[src/rtl/fir_normalizer.sv]
`timescale 1ns/1ps
// Normalises a filter tap sum by a divisor with a WIDTH-cycle restoring divider
// and queues quotients in a DEPTH-entry FIFO. Define FIR_NORMALIZER_ROUND_EN for round-to-nearest.
module fir_normalizer #(
  parameter int WIDTH = 8,
  parameter int DEPTH = 4
) (
  input  logic             clk,
  input  logic             reset,
  input  logic             in_valid,
  output logic             in_ready,
  input  logic [WIDTH-1:0] in_data,
  input  logic [WIDTH-1:0] divisor,
  output logic             out_valid,
  input  logic             out_ready,
  output logic [WIDTH-1:0] out_data,
  output logic             div_zero
);

  localparam int AW = $clog2(DEPTH);
  localparam int CW = $clog2(WIDTH);

  typedef enum logic [1:0] {IDLE, DIV, WRITE} state_t;

  state_t           r_state;
  logic             r_in_ready;
  logic [WIDTH-1:0] r_divisor;
  logic [WIDTH-1:0] r_quot;
  logic [WIDTH:0]   r_rem;
  logic [CW-1:0]    r_bit_cnt;
  logic             r_zero;
  logic             r_div_zero;

  logic [WIDTH-1:0] r_mem [DEPTH];
  logic [AW-1:0]    r_wr_ptr;
  logic [AW-1:0]    r_rd_ptr;
  logic [AW:0]      r_count;

  // r_quot starts as the dividend; its MSB shifts into the remainder each step
  // while the new quotient bit enters at the LSB.
  logic [WIDTH+1:0] w_shift;
  logic             w_ge;
  logic [WIDTH:0]   w_rem_next;
  logic             w_full;
  logic             w_empty;
  logic             w_pop;
  logic             w_push;
  logic [WIDTH-1:0] w_q_final;
  logic [WIDTH-1:0] w_push_data;

  assign w_shift    = {r_rem, r_quot[WIDTH-1]};
  assign w_ge       = (w_shift >= {2'b00, r_divisor});
  assign w_rem_next = w_ge ? (WIDTH+1)'(w_shift - {2'b00, r_divisor}) : w_shift[WIDTH:0];

  assign w_full  = (r_count == (AW+1)'(DEPTH));
  assign w_empty = (r_count == '0);
  assign w_pop   = !w_empty && out_ready;
  // A pop in the same edge frees the slot, so a full FIFO can still take the push.
  assign w_push  = (r_state == WRITE) && (!w_full || w_pop);

`ifdef FIR_NORMALIZER_ROUND_EN
  logic w_round_up;
  assign w_round_up = ({r_rem, 1'b0} >= {2'b00, r_divisor});
  assign w_q_final  = (w_round_up && (r_quot != '1)) ? r_quot + 1'b1 : r_quot;
`else
  assign w_q_final  = r_quot;
`endif

  assign w_push_data = r_zero ? '1 : w_q_final;

  // NOTE: sequential state uses non-blocking assignments so every register samples pre-edge values.
  always_ff @(posedge clk or posedge reset) begin
    if (reset) begin
      r_state    <= IDLE;
      r_in_ready <= 1'b1;
      r_divisor  <= '0;
      r_quot     <= '0;
      r_rem      <= '0;
      r_bit_cnt  <= '0;
      r_zero     <= 1'b0;
      r_div_zero <= 1'b0;
    end else begin
      case (r_state)
        IDLE: begin
          if (in_valid && r_in_ready) begin
            r_quot     <= in_data;
            r_divisor  <= divisor;
            r_rem      <= '0;
            r_bit_cnt  <= '0;
            r_zero     <= (divisor == '0);
            if (divisor == '0) r_div_zero <= 1'b1;
            r_in_ready <= 1'b0;
            r_state    <= DIV;
          end
        end
        DIV: begin
          r_rem     <= w_rem_next;
          r_quot    <= {r_quot[WIDTH-2:0], w_ge};
          r_bit_cnt <= r_bit_cnt + 1'b1;
          if (r_bit_cnt == CW'(WIDTH - 1)) r_state <= WRITE;
        end
        WRITE: begin
          if (w_push) begin
            r_in_ready <= 1'b1;
            r_state    <= IDLE;
          end
        end
        default: begin
          r_in_ready <= 1'b1;
          r_state    <= IDLE;
        end
      endcase
    end
  end

  always_ff @(posedge clk or posedge reset) begin
    if (reset) begin
      r_wr_ptr <= '0;
      r_rd_ptr <= '0;
      r_count  <= '0;
    end else begin
      if (w_push) r_wr_ptr <= r_wr_ptr + 1'b1;
      if (w_pop)  r_rd_ptr <= r_rd_ptr + 1'b1;
      case ({w_push, w_pop})
        2'b10:   r_count <= r_count + 1'b1;
        2'b01:   r_count <= r_count - 1'b1;
        default: r_count <= r_count;
      endcase
    end
  end

  // NOTE: storage is left unreset; out_data is gated to zero while empty instead.
  always_ff @(posedge clk) begin
    if (w_push) r_mem[r_wr_ptr] <= w_push_data;
  end

  assign in_ready  = r_in_ready;
  assign out_valid = !w_empty;
  assign out_data  = w_empty ? '0 : r_mem[r_rd_ptr];
  assign div_zero  = r_div_zero;

endmodule

[config.mk]
export PLATFORM = sky130hd
export DESIGN_NAME = fir_normalizer
export DESIGN_NICKNAME = d
export VERILOG_FILES = /design/src/rtl/fir_normalizer.sv
export SDC_FILE = /design/constraint.sdc
export NUM_CORES = 1
export LEC_CHECK = 0
export BUFFER_PORTS_ARGS = -buffer_cell sky130_fd_sc_hd__buf_2
export CELL_PAD_IN_SITES_DETAIL_PLACEMENT = 1
export CELL_PAD_IN_SITES_GLOBAL_PLACEMENT = 1
export CORE_MARGIN = 1.5
export CORE_UTILIZATION = 50
export CTS_BUF_LIST = sky130_fd_sc_hd__clkbuf_8
export CTS_CLUSTER_DIAMETER = 40
export DETAILED_ROUTE_END_ITERATION = 10
export PLACE_DENSITY_LB_ADDON = 0.1
export SETUP_SLACK_MARGIN = 0.1
export SLEW_MARGIN = 5
export SYNTH_ARGS = -nofsm -noshare
export SYNTH_HDL_FRONTEND = slang
export SYNTH_SLANG_ARGS = --single-unit
[constraint.sdc]
create_clock -name clk -period 2.8 [get_ports clk]
set_input_delay 0.42 -clock clk [delete_from_list [all_inputs] [get_ports clk]]
set_output_delay 0.42 -clock clk [all_outputs]
set_load 0.005 [all_outputs]
### After elaboration in Yosys (flattened, before gate mapping)

Memories as Yosys holds them, arrays and structs flattened.
Cells that the tools add are included.

* RAM bits: 32
* bits of input ports: 20
* memories kept: 1
* logic and storage cells: 64
* register bits: 40

* $add $sub $neg: 6
* reduce and logical (&&, ||, !) cells: 16
* equality and inequality tests: 9
* mux-type cells: 19
* bitwise gates (word level): 1
* magnitude comparators: 1

Memory list
* r_mem: words 4, width 8, read ports 1, clocked after Yosys merged registers in 0, write ports 1, RTL line 34 `logic [WIDTH-1:0] r_mem [DEPTH];`

Operators by type and width (number)
* 2-to-1 mux 8 bit: 3
* 2-to-1 mux 9 bit: 2
* one-hot mux 9 bit (2 select lines): 1
* one-hot mux 8 bit (2 select lines): 1
* one-hot mux 3 bit (2 select lines): 2
* >= comparator 10 x 8 -> 1 bit: 1
* AND reduction 3 bit: 3
* subtractor 9 x 8 -> 9 bit: 1
* logical NOT 8 bit: 1
* adder 3 x 1 -> 3 bit, second input constant: 2
* == test 3 bit, second input constant: 2
* 2-to-1 mux 2 bit: 3
* inequality test 2 bit, second input constant: 3
* one-hot mux 2 bit (3 select lines): 1
* adder 2 x 1 -> 2 bit, second input constant: 2
* == test 2 x 1 -> 1 bit, second input constant: 2
* == test 2 bit, second input constant: 2
* 2-to-1 mux 1 bit: 4
* AND reduction 2 bit: 2
* nonzero test 2 bit: 2
* logical AND 1 bit: 3
* logical NOT 3 bit: 1
* 2-to-1 mux 3 bit: 1
* one-hot mux 1 bit (3 select lines): 1
* 5 further kinds: 6

### Logic depth before layout (Yosys ltp)

* depth in word-level cells: 7
* gate-level depth with buffers: 10

### Worst setup path after synthesis

Ideal clock, no wire load.

* kind: reg-to-reg
* from: register r_count[0]
* to: register r_count[2]
* clock period less this slack: 2.306 ns
* data arrival time: 2.227 ns
* stages on the path, launching flop included: 11
* setup slack: 0.494 ns
* required time: 2.721 ns
* buffers on the path: 1
* setup time: 0.079 ns
* cells stage by stage: dfrtp_1 > or4b_4 > and3b_1 > buf_6 > inv_1 > ha_1 > inv_1 > fa_1 > xor2_1 > nor2_1 > xor2_1

* word-level cells in the longest chain between the ends: 7
* elaborated cells between the ends (all ways): 13

Ends and longest elaborated chain
* start: declaration: RTL line 37 `logic [AW:0] r_count;`
* start signal: assignment: RTL line 125 `2'b10: r_count <= r_count + 1'b1;`
* start signal: assignment: RTL line 126 `2'b01: r_count <= r_count - 1'b1;`
* start signal: assignment: RTL line 127 `default: r_count <= r_count;`
* logical NOT 3 bit: RTL line 56 `assign w_empty = (r_count == '0);`
* logical NOT 1 bit: RTL line 57 `assign w_pop = !w_empty && out_ready;`
* logical AND 1 bit: RTL line 57
* logical OR 1 bit: RTL line 59 `assign w_push = (r_state == WRITE) && (!w_full || w_pop);`
* logical AND 1 bit: RTL line 59
* == test 2 x 1 -> 1 bit or == test 2 bit (tied branches): RTL line 124 `case ({w_push, w_pop})`
* one-hot mux 3 bit (2 select lines) or nonzero test 2 bit (tied branches)

Parallel ways exist; a longest one is shown, timed or not.
A chain may end at the register's enable or synchronous reset.

### Worst setup path in the final report

Same ends and word-level chain as after synthesis.

==> results.sh <==
export IMPL_run_status="finished clean"
export IMPL_synth_largest_area_cell="sky130_fd_sc_hd__dfrtp_1"
export IMPL_clock_tree_buffer_depth=2
export IMPL_worst_slew_pin_slew_ps=656.4
export IMPL_placed_area_um2=3742
export IMPL_cts_hold_buffers_added=0
export IMPL_cts_tree="yes"
export IMPL_ir_drop_uv=722.2
export IMPL_final_setup_viols=0
export IMPL_cp_end_kind="flip-flop"
export IMPL_slew_violations=0
export IMPL_antenna_violating_nets_post_route=0
export IMPL_diodes=0
export IMPL_globalRouteTotalUtil=0.2173
export IMPL_fillers=747
export IMPL_worst_hold_slack_ps=207.9
export IMPL_power_mw=4.839
export IMPL_drt_vias_per_instance=5.367
export IMPL_cap_viol_max_count=0
export IMPL_detail_route_iter0_violations=70
export IMPL_avgRoutedWirePerCell_um=17.36
export IMPL_area_growth_synth_to_final_pct=12.06
export IMPL_gp_routability_congestion=0.8125
export IMPL_cts_repair_resized=0
export IMPL_stdcell_count=420
export IMPL_fin_worst_skew_ps=9.870
export IMPL_min_period_over_period=0.8746
export IMPL_async_set_or_reset_register_ratio_after_synthesis=0.5556
export IMPL_worst_setup_path_type="reg2reg"
export IMPL_final_net_count=356
export IMPL_dieHeight_um=87.13
export IMPL_p_leak_nw=1.645
export IMPL_timing_hold_worst_class="in2async"
export IMPL_yosys_top_cells_area="sky130_fd_sc_hd__dfrtp_1 (28%), sky130_fd_sc_hd__edfxtp_1 (27%), sky130_fd_sc_hd__ha_1 (5.3%)"
export IMPL_post_route_cell_area_um2=3965
export IMPL_post_route_min_period_ps=2449
export IMPL_ff2ff_setup_slack_ps=350
export IMPL_main_synth_ff_type="sky130_fd_sc_hd__dfrtp_1"
export IMPL_gr_total_overflow=0
export IMPL_synth_area_um2=3538
export IMPL_clk_pin_slew_ps=80
export IMPL_detailedRoute_firstPassIterationCount=4
export IMPL_synthCells=289
export IMPL_synth_nets=326
export IMPL_core_um2=6832
export IMPL_drc=0
export IMPL_cp_required_ps=3070
export IMPL_cts_repair_timing_setup_buffer_count=0
export IMPL_mean_instance_size_in_the_synthesized_netlist_um2=12.24
export IMPL_i_o_pin_cnt=31
export IMPL_drt_total_wl_um=7293
export IMPL_htree_levels=3
export IMPL_ff_latch_area_um2=1963
export IMPL_regToRegStartpoint="r_count[0]"
export IMPL_grt_pass1_vias=2361
export IMPL_timing_hold_violations_final=0
export IMPL_synth_most_common_cell="sky130_fd_sc_hd__dfrtp_1"
export IMPL_place_hpwl_um=5069
export IMPL_clock_insertion_delay_worst_skew_ps=350
export IMPL_multi_input_comb_area_um2=1404
export IMPL_synth_seq_area_share=0.5548
export IMPL_tritoncts_num_sinks=72
export IMPL_synth_cells_most_frequent="sky130_fd_sc_hd__dfrtp_1 (39), sky130_fd_sc_hd__edfxtp_1 (32), sky130_fd_sc_hd__nand2_1 (30)"
export IMPL_edff_count_synth=32
export IMPL_synth_seq_cells=72
export IMPL_count_of_standard_cell_rows=30
export IMPL_worstPathArrival_ps=2720
export IMPL_timing_fmax_mhz=408.3
export IMPL_dpl_cells=404
export IMPL_pin_count_of_the_biggest_net_entering_global_routing=41
export IMPL_cts_made_buffers=9
export IMPL_post_route_cells_drive_above_1_share=0.2346
export IMPL_finalSetupTns_ps=0
export IMPL_vias=2254
export IMPL_netlist_cell_type_count=52
export IMPL_critPathMaxFanout=8
export IMPL_area_share_of_the_leading_cell_type_in_the_synthesized_netlist=0.2758
export IMPL_floorplan_die_width_um=87.13
export IMPL_r2r_end="r_count[2]"
export IMPL_r2r_worst_path_cells=9
export IMPL_ys_warn_count=0
export IMPL_wire_length_of_the_first_global_routing_pass_um=12090
export IMPL_cts_root_buf="sky130_fd_sc_hd__clkbuf_8"
export IMPL_antenna_violations_before_repair=0
export IMPL_relative_slew_slack=0.5615
export IMPL_io_buffer_count=30
export IMPL_start_util=0.5179
export IMPL_fp_dieArea_um2=7591
export IMPL_rsz0062_at_grt="false"
export IMPL_critical_path_startpoint_type="flip-flop"
export IMPL_power_density_nw_per_um2=1220
## area by class of cell
class,count,share of cell area
Tap cell,96,0.03029
Multi-Input combinational cell,182,0.3541
Sequential cell,72,0.4951
Clock buffer,10,0.03471
Inverter,20,0.01893
Timing Repair Buffer,34,0.04544
Clock inverter,6,0.02146
## layer usage
metal	wire length, µm	GRT usage	vias to the layer above
li1	-	-	1087
met1	3197	0.2663	1125
met2	3802	0.3841	31
met3	204	0.05403	11
met4	89	0.05628	0
met5	0	0	-
## worst max-delay path by stage
stage          cells after the start          to        from
2_1_floorplan                     10  r_count[2]  r_count[0]
3_3_place_gp                      10  r_count[2]   out_ready
3_5_place_dp                      10  r_count[2]   out_ready
4_1_cts                            9  r_count[2]  r_count[0]
5_1_grt                            9  r_count[2]  r_count[0]
6_report                           9  r_count[2]  r_count[0]
## power breakdown
group	internal [mW]	switching [mW]	leakage [nW]
clock	0.523	0.399	0.114
sequential	1.49	0.282	0.781
combinational	0.987	1.15	0.750
## state kept, by name, summed over array words and instances (netlist names)
register   count
r_rem          9
in_ready       1
r_mem         32
r_quot         8
div_zero       1
r_zero         1
r_count        3
r_bit_cnt      3
r_state        2
r_wr_ptr       2
r_rd_ptr       2
r_divisor      8
## through the flow
step                      utilization  worst slack, ps
after floorplan                     -            494.2
after global placement         0.5478            406.5
after detailed placement       0.5478            303.0
after CTS                      0.5804            329.6
after global routing           0.5804            230.1
final                          0.5804            351.1
## layout by cell type (no fill, tap or decap), types with 3 or more instances in the layout
master                     instances
sky130_fd_sc_hd__ha_1             15
sky130_fd_sc_hd__o311ai_1          4
sky130_fd_sc_hd__clkbuf_8         10
sky130_fd_sc_hd__nor2_1            7
sky130_fd_sc_hd__nand2_1          30
sky130_fd_sc_hd__inv_1            21
sky130_fd_sc_hd__xnor2_1           5
sky130_fd_sc_hd__dfrtp_1          39
sky130_fd_sc_hd__o21ai_0          21
sky130_fd_sc_hd__o21ai_1           3
sky130_fd_sc_hd__xor2_1            5
sky130_fd_sc_hd__edfxtp_1         32
sky130_fd_sc_hd__a21oi_1           8
sky130_fd_sc_hd__buf_4             4
sky130_fd_sc_hd__mux4_2            8
sky130_fd_sc_hd__nand3_1           6
sky130_fd_sc_hd__mux2i_1           9
sky130_fd_sc_hd__nand2b_1          3
sky130_fd_sc_hd__buf_2            30
sky130_fd_sc_hd__or2_2             8
sky130_fd_sc_hd__and2_1           13
## cells by family (layout without fill, tap and decap cells)
family,after synthesis,after routing,synth area share
and+or+nand+nor,82,82,0.1277
DFF,72,72,0.5548
AOI/OAI and AO/OA,55,55,0.1004
buffers and inverters,35,70,0.04844
muxes,18,18,0.07956
adders and majority gates,17,17,0.06436
xor gates and xnor gates,10,10,0.02475
## worst max-delay path, cell delays in order, from the launching register on
cell and delay, ps:
sky130_fd_sc_hd__dfrtp_1 430, sky130_fd_sc_hd__or4b_4 570, sky130_fd_sc_hd__and3b_1 260, sky130_fd_sc_hd__inv_1 80, sky130_fd_sc_hd__ha_1 180, sky130_fd_sc_hd__inv_1 60
sky130_fd_sc_hd__fa_1 370, sky130_fd_sc_hd__xor2_1 150, sky130_fd_sc_hd__nor2_1 130, sky130_fd_sc_hd__xor2_1 160
Power figures use the tool's default switching activity.
